<file path="src/rtl/occupancy_arbiter.sv">
// Two-requester round-robin arbiter in front of a saturating occupancy counter.
// Each transaction is IDLE -> EXEC -> DONE, with a four-phase req/ack handshake per requester.
module occupancy_arbiter #(
    parameter int DEPTH = 5,
    parameter int CW    = 3
) (
    input  logic          clk,
    input  logic          reset,
    input  logic [1:0]    push_req,
    input  logic [1:0]    pop_req,
    output logic [1:0]    gnt,
    output logic [1:0]    ack,
    output logic [1:0]    nack,
    output logic [CW-1:0] cnt,
    output logic          full,
    output logic          empty,
    output logic          busy,
    output logic [1:0]    dbg_state_o,
    output logic          dbg_prio_o
);

    typedef enum logic [1:0] {
        IDLE = 2'd0,
        EXEC = 2'd1,
        DONE = 2'd2
    } state_t;

    localparam logic [CW-1:0] FULL_CNT = CW'(DEPTH);

    state_t        state_q;
    logic [CW-1:0] cnt_q;
    logic          prio_q;
    logic          gid_q;
    logic          op_push_q;
    logic [1:0]    gnt_q;
    logic [1:0]    ack_q;
    logic [1:0]    nack_q;

    logic [1:0]    active;
    logic          sel;
    logic [1:0]    gid_oh;

    // Only the IDLE sampling edge looks at both requesters; ties go to prio_q.
    always_comb begin
        active = push_req | pop_req;
        sel    = (active == 2'b11) ? prio_q : active[1];
        gid_oh = gid_q ? 2'b10 : 2'b01;
    end

    always_ff @(posedge clk) begin
        if (reset) begin
            state_q   <= IDLE;
            cnt_q     <= '0;
            prio_q    <= 1'b0;
            gid_q     <= 1'b0;
            op_push_q <= 1'b0;
            gnt_q     <= 2'b00;
            ack_q     <= 2'b00;
            nack_q    <= 2'b00;
        end else begin
            case (state_q)
                IDLE: begin
                    if (active != 2'b00) begin
                        gid_q     <= sel;
                        op_push_q <= push_req[sel];
                        gnt_q     <= sel ? 2'b10 : 2'b01;
                        state_q   <= EXEC;
                    end
                end
                EXEC: begin
                    if (op_push_q) begin
                        if (cnt_q != FULL_CNT) begin
                            cnt_q <= cnt_q + CW'(1);
                            ack_q <= gid_oh;
                        end else begin
                            nack_q <= gid_oh;
                        end
                    end else begin
                        if (cnt_q != '0) begin
                            cnt_q <= cnt_q - CW'(1);
                            ack_q <= gid_oh;
                        end else begin
                            nack_q <= gid_oh;
                        end
                    end
                    // Pointer rotates on rejects too, so a stuck requester cannot starve the other.
                    prio_q  <= ~gid_q;
                    state_q <= DONE;
                end
                DONE: begin
                    if (!push_req[gid_q] && !pop_req[gid_q]) begin
                        gnt_q   <= 2'b00;
                        ack_q   <= 2'b00;
                        nack_q  <= 2'b00;
                        state_q <= IDLE;
                    end
                end
                default: state_q <= IDLE;
            endcase
        end
    end

    assign gnt         = gnt_q;
    assign ack         = ack_q;
    assign nack        = nack_q;
    assign cnt         = cnt_q;
    assign full        = (cnt_q == FULL_CNT);
    assign empty       = (cnt_q == '0);
    assign busy        = (state_q != IDLE);
    assign dbg_state_o = state_q;
    assign dbg_prio_o  = prio_q;

endmodule

</file>
<file path="config.mk">
export PLATFORM = sky130hd
export DESIGN_NAME = occupancy_arbiter
export DESIGN_NICKNAME = d
export VERILOG_FILES = /design/src/rtl/occupancy_arbiter.sv
export SDC_FILE = /design/constraint.sdc
export NUM_CORES = 1
export LEC_CHECK = 0
export BUFFER_PORTS_ARGS = -buffer_cell sky130_fd_sc_hd__buf_2
export CAP_MARGIN = 20
export CORE_MARGIN = 1
export CORE_UTILIZATION = 45
export CTS_BUF_LIST = sky130_fd_sc_hd__clkbuf_16
export CTS_CLUSTER_DIAMETER = 80
export DETAILED_ROUTE_END_ITERATION = 12
export GPL_TIMING_DRIVEN = 0
export PLACE_DENSITY = 0.78
export SLEW_MARGIN = 25
export SYNTH_ARGS = -nofsm -noshare
export SYNTH_HDL_FRONTEND = slang
export SYNTH_SLANG_ARGS = --single-unit
</file>
<file path="constraint.sdc">
create_clock -name clk -period 1.8 [get_ports clk]
set_input_delay 0.36 -clock clk [delete_from_list [all_inputs] [get_ports clk]]
set_output_delay 0.36 -clock clk [all_outputs]
set_load 0.05 [all_outputs]
</file>
Yosys cells after proc, flatten, opt, wreduce, memory -nomap -nowiden
Cells that the tools add are included.
{ "totals": {"regBits": 14, "in_bits": 6, "elab_cells": 68} }
{ "classes": {"n_addsub": 2, "n_lt_le_gt_ge": 2, "eq_ne": 12, "n_mux": 25, "n_bitwise": 2, "n_reduce_logical": 17} }
{ "op_table": {"columns": ["cell", "count"], "rows": [
  ["$mux 2", 11],
  ["$ne 3x3->1 const B", 5],
  ["$pmux 2 s2", 3],
  ["$reduce_bool 2->1", 5],
  ["$mux 3", 3],
  ["$reduce_and 4->1", 2],
  ["$mux 1", 7],
  ["$pmux 2 s3", 1],
  ["$reduce_and 3->1", 2],
  ["$eq 2x2->1 const B", 2],
  ["$lt 1x2->1 const B", 2],
  ["$ne 2x2->1 const B", 2],
  ["$reduce_and 2->1", 2],
  ["$add 3x1->3 const B", 1],
  ["$eq 3x3->1 const B", 1],
  ["$logic_not 3->1", 1],
  ["$reduce_bool 3->1", 1],
  ["$sub 3x1->3 const B", 1],
  ["$eq 2x1->1 const B", 1],
  ["$logic_not 1->1", 2],
  ["$logic_not 2->1", 1],
  ["$ne 2x1->1 const B", 1],
  ["$or 2x2->2", 1],
  ["$logic_and 1x1->1", 1],
  ["$not 1->1", 1]
]} }

Depth between registers and ports, before layout
{ "depth": {"depth_word": 6, "ltp_mapped": 6, "ltp_nobuf": 6} }

Worst setup path after synthesis
No wires, ideal clock.
{ "synth_timing": {"path_type": "register -> output", "start": "register cnt_q[1] (netlist: cnt[1])", "end": "output port empty", "arrival_time_ps": 1697, "slack_ps": -257, "path_stages_with_launch": 2, "n_path_buf": 0, "path_cell_list": "dfxtp_1 -> nor3_1"} }
{ "synth_between": {"elab_chain_len": 1} }
{ "synth_lines": {"columns": ["item", "line_no", "source"], "rows": [
  ["start: declaration", "31", "logic [CW-1:0] cnt_q;"],
  ["start signal: assignment", "73", "cnt_q <= cnt_q + CW'(1);"],
  ["start signal: assignment", "80", "cnt_q <= cnt_q - CW'(1);"],
  ["$logic_not 3->1", "108", "assign empty = (cnt_q == '0);"],
  ["end: declaration", "16", "output logic empty,"]
]} }
Every way passes these cells.

Final worst setup path
{ "layout_timing": {"start": "register op_push_q", "end": "register cnt_q[2] (netlist: cnt[2])"} }
{ "layout_between": {"elab_chain_len": 2, "word_cells_on_any_way": 4, "cone_classes": "eq/ne: 1; mux: 1; reduce/logical: 2"} }
{ "layout_lines": {"columns": ["item", "line_no", "source"], "rows": [
  ["start: declaration", "34", "logic op_push_q;"],
  ["start signal: assignment", "65", "op_push_q <= push_req[sel];"],
  ["$ne 2x1->1 (no source line) / $reduce_bool 2->1 (equally long branches)", null, null],
  ["$reduce_and 3->1 (no source line)", null, null]
]} }
Parallel ways exist; a longest one is shown, timed or not.
A chain may end at the register's enable or synchronous reset.

==> metrics.md <==
| Metric | Value |
|---|---|
| Status | `finished with violations` |
| Failing checks | `design-rule violations` |
| Worst hold slack | `0.3620 ns` |
| Wirelength, routed | `1524 um` |
| Post-CTS setup buffers | `0` |
| Critical R2R Launch | `op_push_q` |
| Cell area after synthesis | `713.2 um2` |
| Post-route DRC | `1` |
| Largest net degree at the start of global routing | `11` |
| Tcrit/Tclk final | `93.65%` |
| Distinct cells, synth | `34` |
| Final setup vio count | `0` |
| Relative max-transition margin | `50.41%` |
| Root buffer cell | `clkbuf_16` |
| Arr. time, crit path | `roughly 1.8 ns` |
| Final Hold Fails | `0` |
| CP startpoint kind | `flop` |
| RSZ-0062 raised after global routing | `no` |
| Setup slack, reg-to-reg | `0.11 ns` |
| Vias per cell | `5.802` |
| Initial drt markers | `10` |
| Most frequent cells in the layout | `buf_2, dfxtp_1, nor2_1` |
| Crit Path Category | `reg2reg` |
| Cells after Synth | `82` |
| Clock Skew | `0.003389 ns` |
| Slew Limit Fails | `0` |
| Critical path depth in cells | `6` |
| Vias in the first global route | `615` |
| Post-synthesis async set-or-reset flop share | `0%` |
| Io pins | `21` |
| Avg WL per Cell | `12.60 um` |
| Max Freq | `0.5933 GHz` |
| Crit path max-delay cell type | `dfxtp_1` |
| Syn Area/Cell | `8.697 um2` |
| TritonRoute pass-1 iters | `8` |
| Synth-to-Final Area Change | `28.42%` |
| Yosys top cell by area | `dfxtp_1` |
| IO Port Bufs | `20` |
| Syn Nets | `89` |
| R2R cell count | `6` |
| Register area share after synthesis | `39.30%` |
| Number of synthesized register bits | `14` |
| Post-synth EDFFs | `0` |
| Post-Route Utilization | `61.51%` |
| Sum of buffers and inverters on the critical path | `1` |
| Die X | `around 42 um` |
| CP Capture Type | `flop` |
| Dpl hpwl | `1093 um` |
| Crit path cell chain | `inv_1, fa_1, xor2_1, nor4_1, xnor2_1, nor2_1` |
| MaxCap Viol Count | `0` |
| CTS tree | `yes` |
| Layout cells sized above 1 | `32.38%` |
| All-Layer GR Usage | `19.91%` |
| Synth top area cells | `dfxtp_1, a21oi_1, nor2_1` |
| Global-route wire length before repair | `around 2600 um` |
| N_diodes | `0` |
| Critical Path Start | `op_push_q` |
| Hold WC Path Type | `in2reg` |
| CTS Hold Bufs | `0` |
| Die area | `1748 um2` |
| Die Ht | `around 42 um` |
| Worst EP required | `1.92 ns` |
| Core Rows | `14` |
| Clock sinks | `14` |
| CORE AREA | `around 1500 um2` |
| DR vias | `roughly 700` |
| Crit path time final | `around 1.7 ns` |
| Worst r2r dst | `cnt[2]` |
| Worst-path clk slew | `0.04 ns` |
| Worst-Skew Late Latency | `0.24 ns` |
| Commonest non-fill, non-tap cell in the layout | `buf_2` |
| Number of filler cells placed in the layout | `approximately 130` |
| Setup tns final | `0 ns` |
| Peak VDD IR | `0.7066 mV` |
| Clock H-tree levels | `1` |
| Yosys warnings | `0` |
| Worst setup path endpoint | `cnt[2]` |
| Clock Path Buffers | `2` |
| Initial Util | `47.90%` |
| Total CTS buffers | `3` |
| Leak | `0.3831 nW` |
| Antenna violations before repair | `0` |
| Post-synth top area share | `39.30%` |
| Critical path's largest stage delay | `0.44 ns` |
| CP max FO | `7` |
| Final layout net count | `between 100 and 150` |
| Overflow after GRT | `0` |
| Post-Layout Cell Count | `121` |
| Cts repair resizes | `0` |
| Pwr dens | `between 1000 and 1500 nW/um2` |
| Placed Cells | `118` |
| Delay-heaviest family, CP | `flip-flops` |
| Ys flop type | `dfxtp_1` |
| Routability Congestion | `between 0.7 and 0.8` |
| Worst-Margin Slew | `0.7361 ns` |
| Antenna viol nets, final | `0` |
-- cell usage after synthesis, types with 2 or more instances --
master and count:
or3_1 3, nand2b_1 2, inv_1 2, nor2_1 9, or2_2 2, nor3_1 4
dfxtp_1 14, nor3b_1 2, nand4b_1 2, a21oi_1 8, nand2_1 6, nor4_1 2
o21ai_0 3, nand3_1 3
-- registers in the layout, indices dropped and copies added (netlist names) --
name / cells
cnt: 3
op_push_q: 1
dbg_prio_o: 1
ack: 2
nack: 2
dbg_state_o: 2
gid_q: 1
gnt: 2
-- kinds of logic (layout without fill, tap and decap cells) --
family	Yosys count	count (layout)	synth area share [%]
AO/OA/AOI/OAI	19	19	18.60
XOR/XNOR	2	2	2.457
adder cells (fa/ha/maj)	1	1	2.807
buffers and inverters	4	27	2.280
flip-flops	14	14	39.30
AND/OR/NAND/NOR	42	42	34.56
-- per-layer routing --
layer  vias up  GRT usage, %  wire, um
met4         0         5.806         9
met1       341         24.11       725
li1        348             -         -
met5         -             0         0
met2        11         32.50       725
met3         2         7.826        63
-- power by group --
| group | switching [mW] | internal [mW] |
|---|---|---|
| registers | 0.0443 | 0.345 |
| clock network | 0.112 | 0.289 |
| logic | 0.235 | 0.102 |
| total | 0.391 | 0.737 |
-- how the worst min path moves through the flow --
| stage | cells after the start | start | end |
|---|---|---|---|
| 6_report | 2 | reset | cnt[1] |
| 5_1_grt | 2 | reset | cnt[1] |
| 4_1_cts | 2 | reset | cnt[1] |
| 3_5_place_dp | 2 | ack[1] | ack[1] |
| 3_3_place_gp | 2 | ack[0] | ack[0] |
| 2_1_floorplan | 1 | reset | cnt[1] |
-- per-stage QoR --
step | setup WS, ns | cell area [um2] | total power, mW
4_1_cts | 0.09648 | 915.9 | 1.137
6_report | 0.1144 | 915.9 | 1.128
2_1_floorplan | 0.009326 | 720.7 | 0.6537
3_3_place_gp | 0.2007 | 840.8 | 0.7225
5_1_grt | 0.003361 | 915.9 | 1.185
3_5_place_dp | 0.1068 | 840.8 | 0.7312
-- cell type report --
class,instances,area [um2],share of cell area [%]
sequential,14,282.8,30.87
tap,16,20.02,2.186
clock buffer,3,75.07,8.197
inverter,2,7.507,0.8197
multi-input combinational,64,421.7,46.04
timing repair buffer,20,100.1,10.93
buffer,2,8.758,0.9563
(Power assumes the default switching activity.)
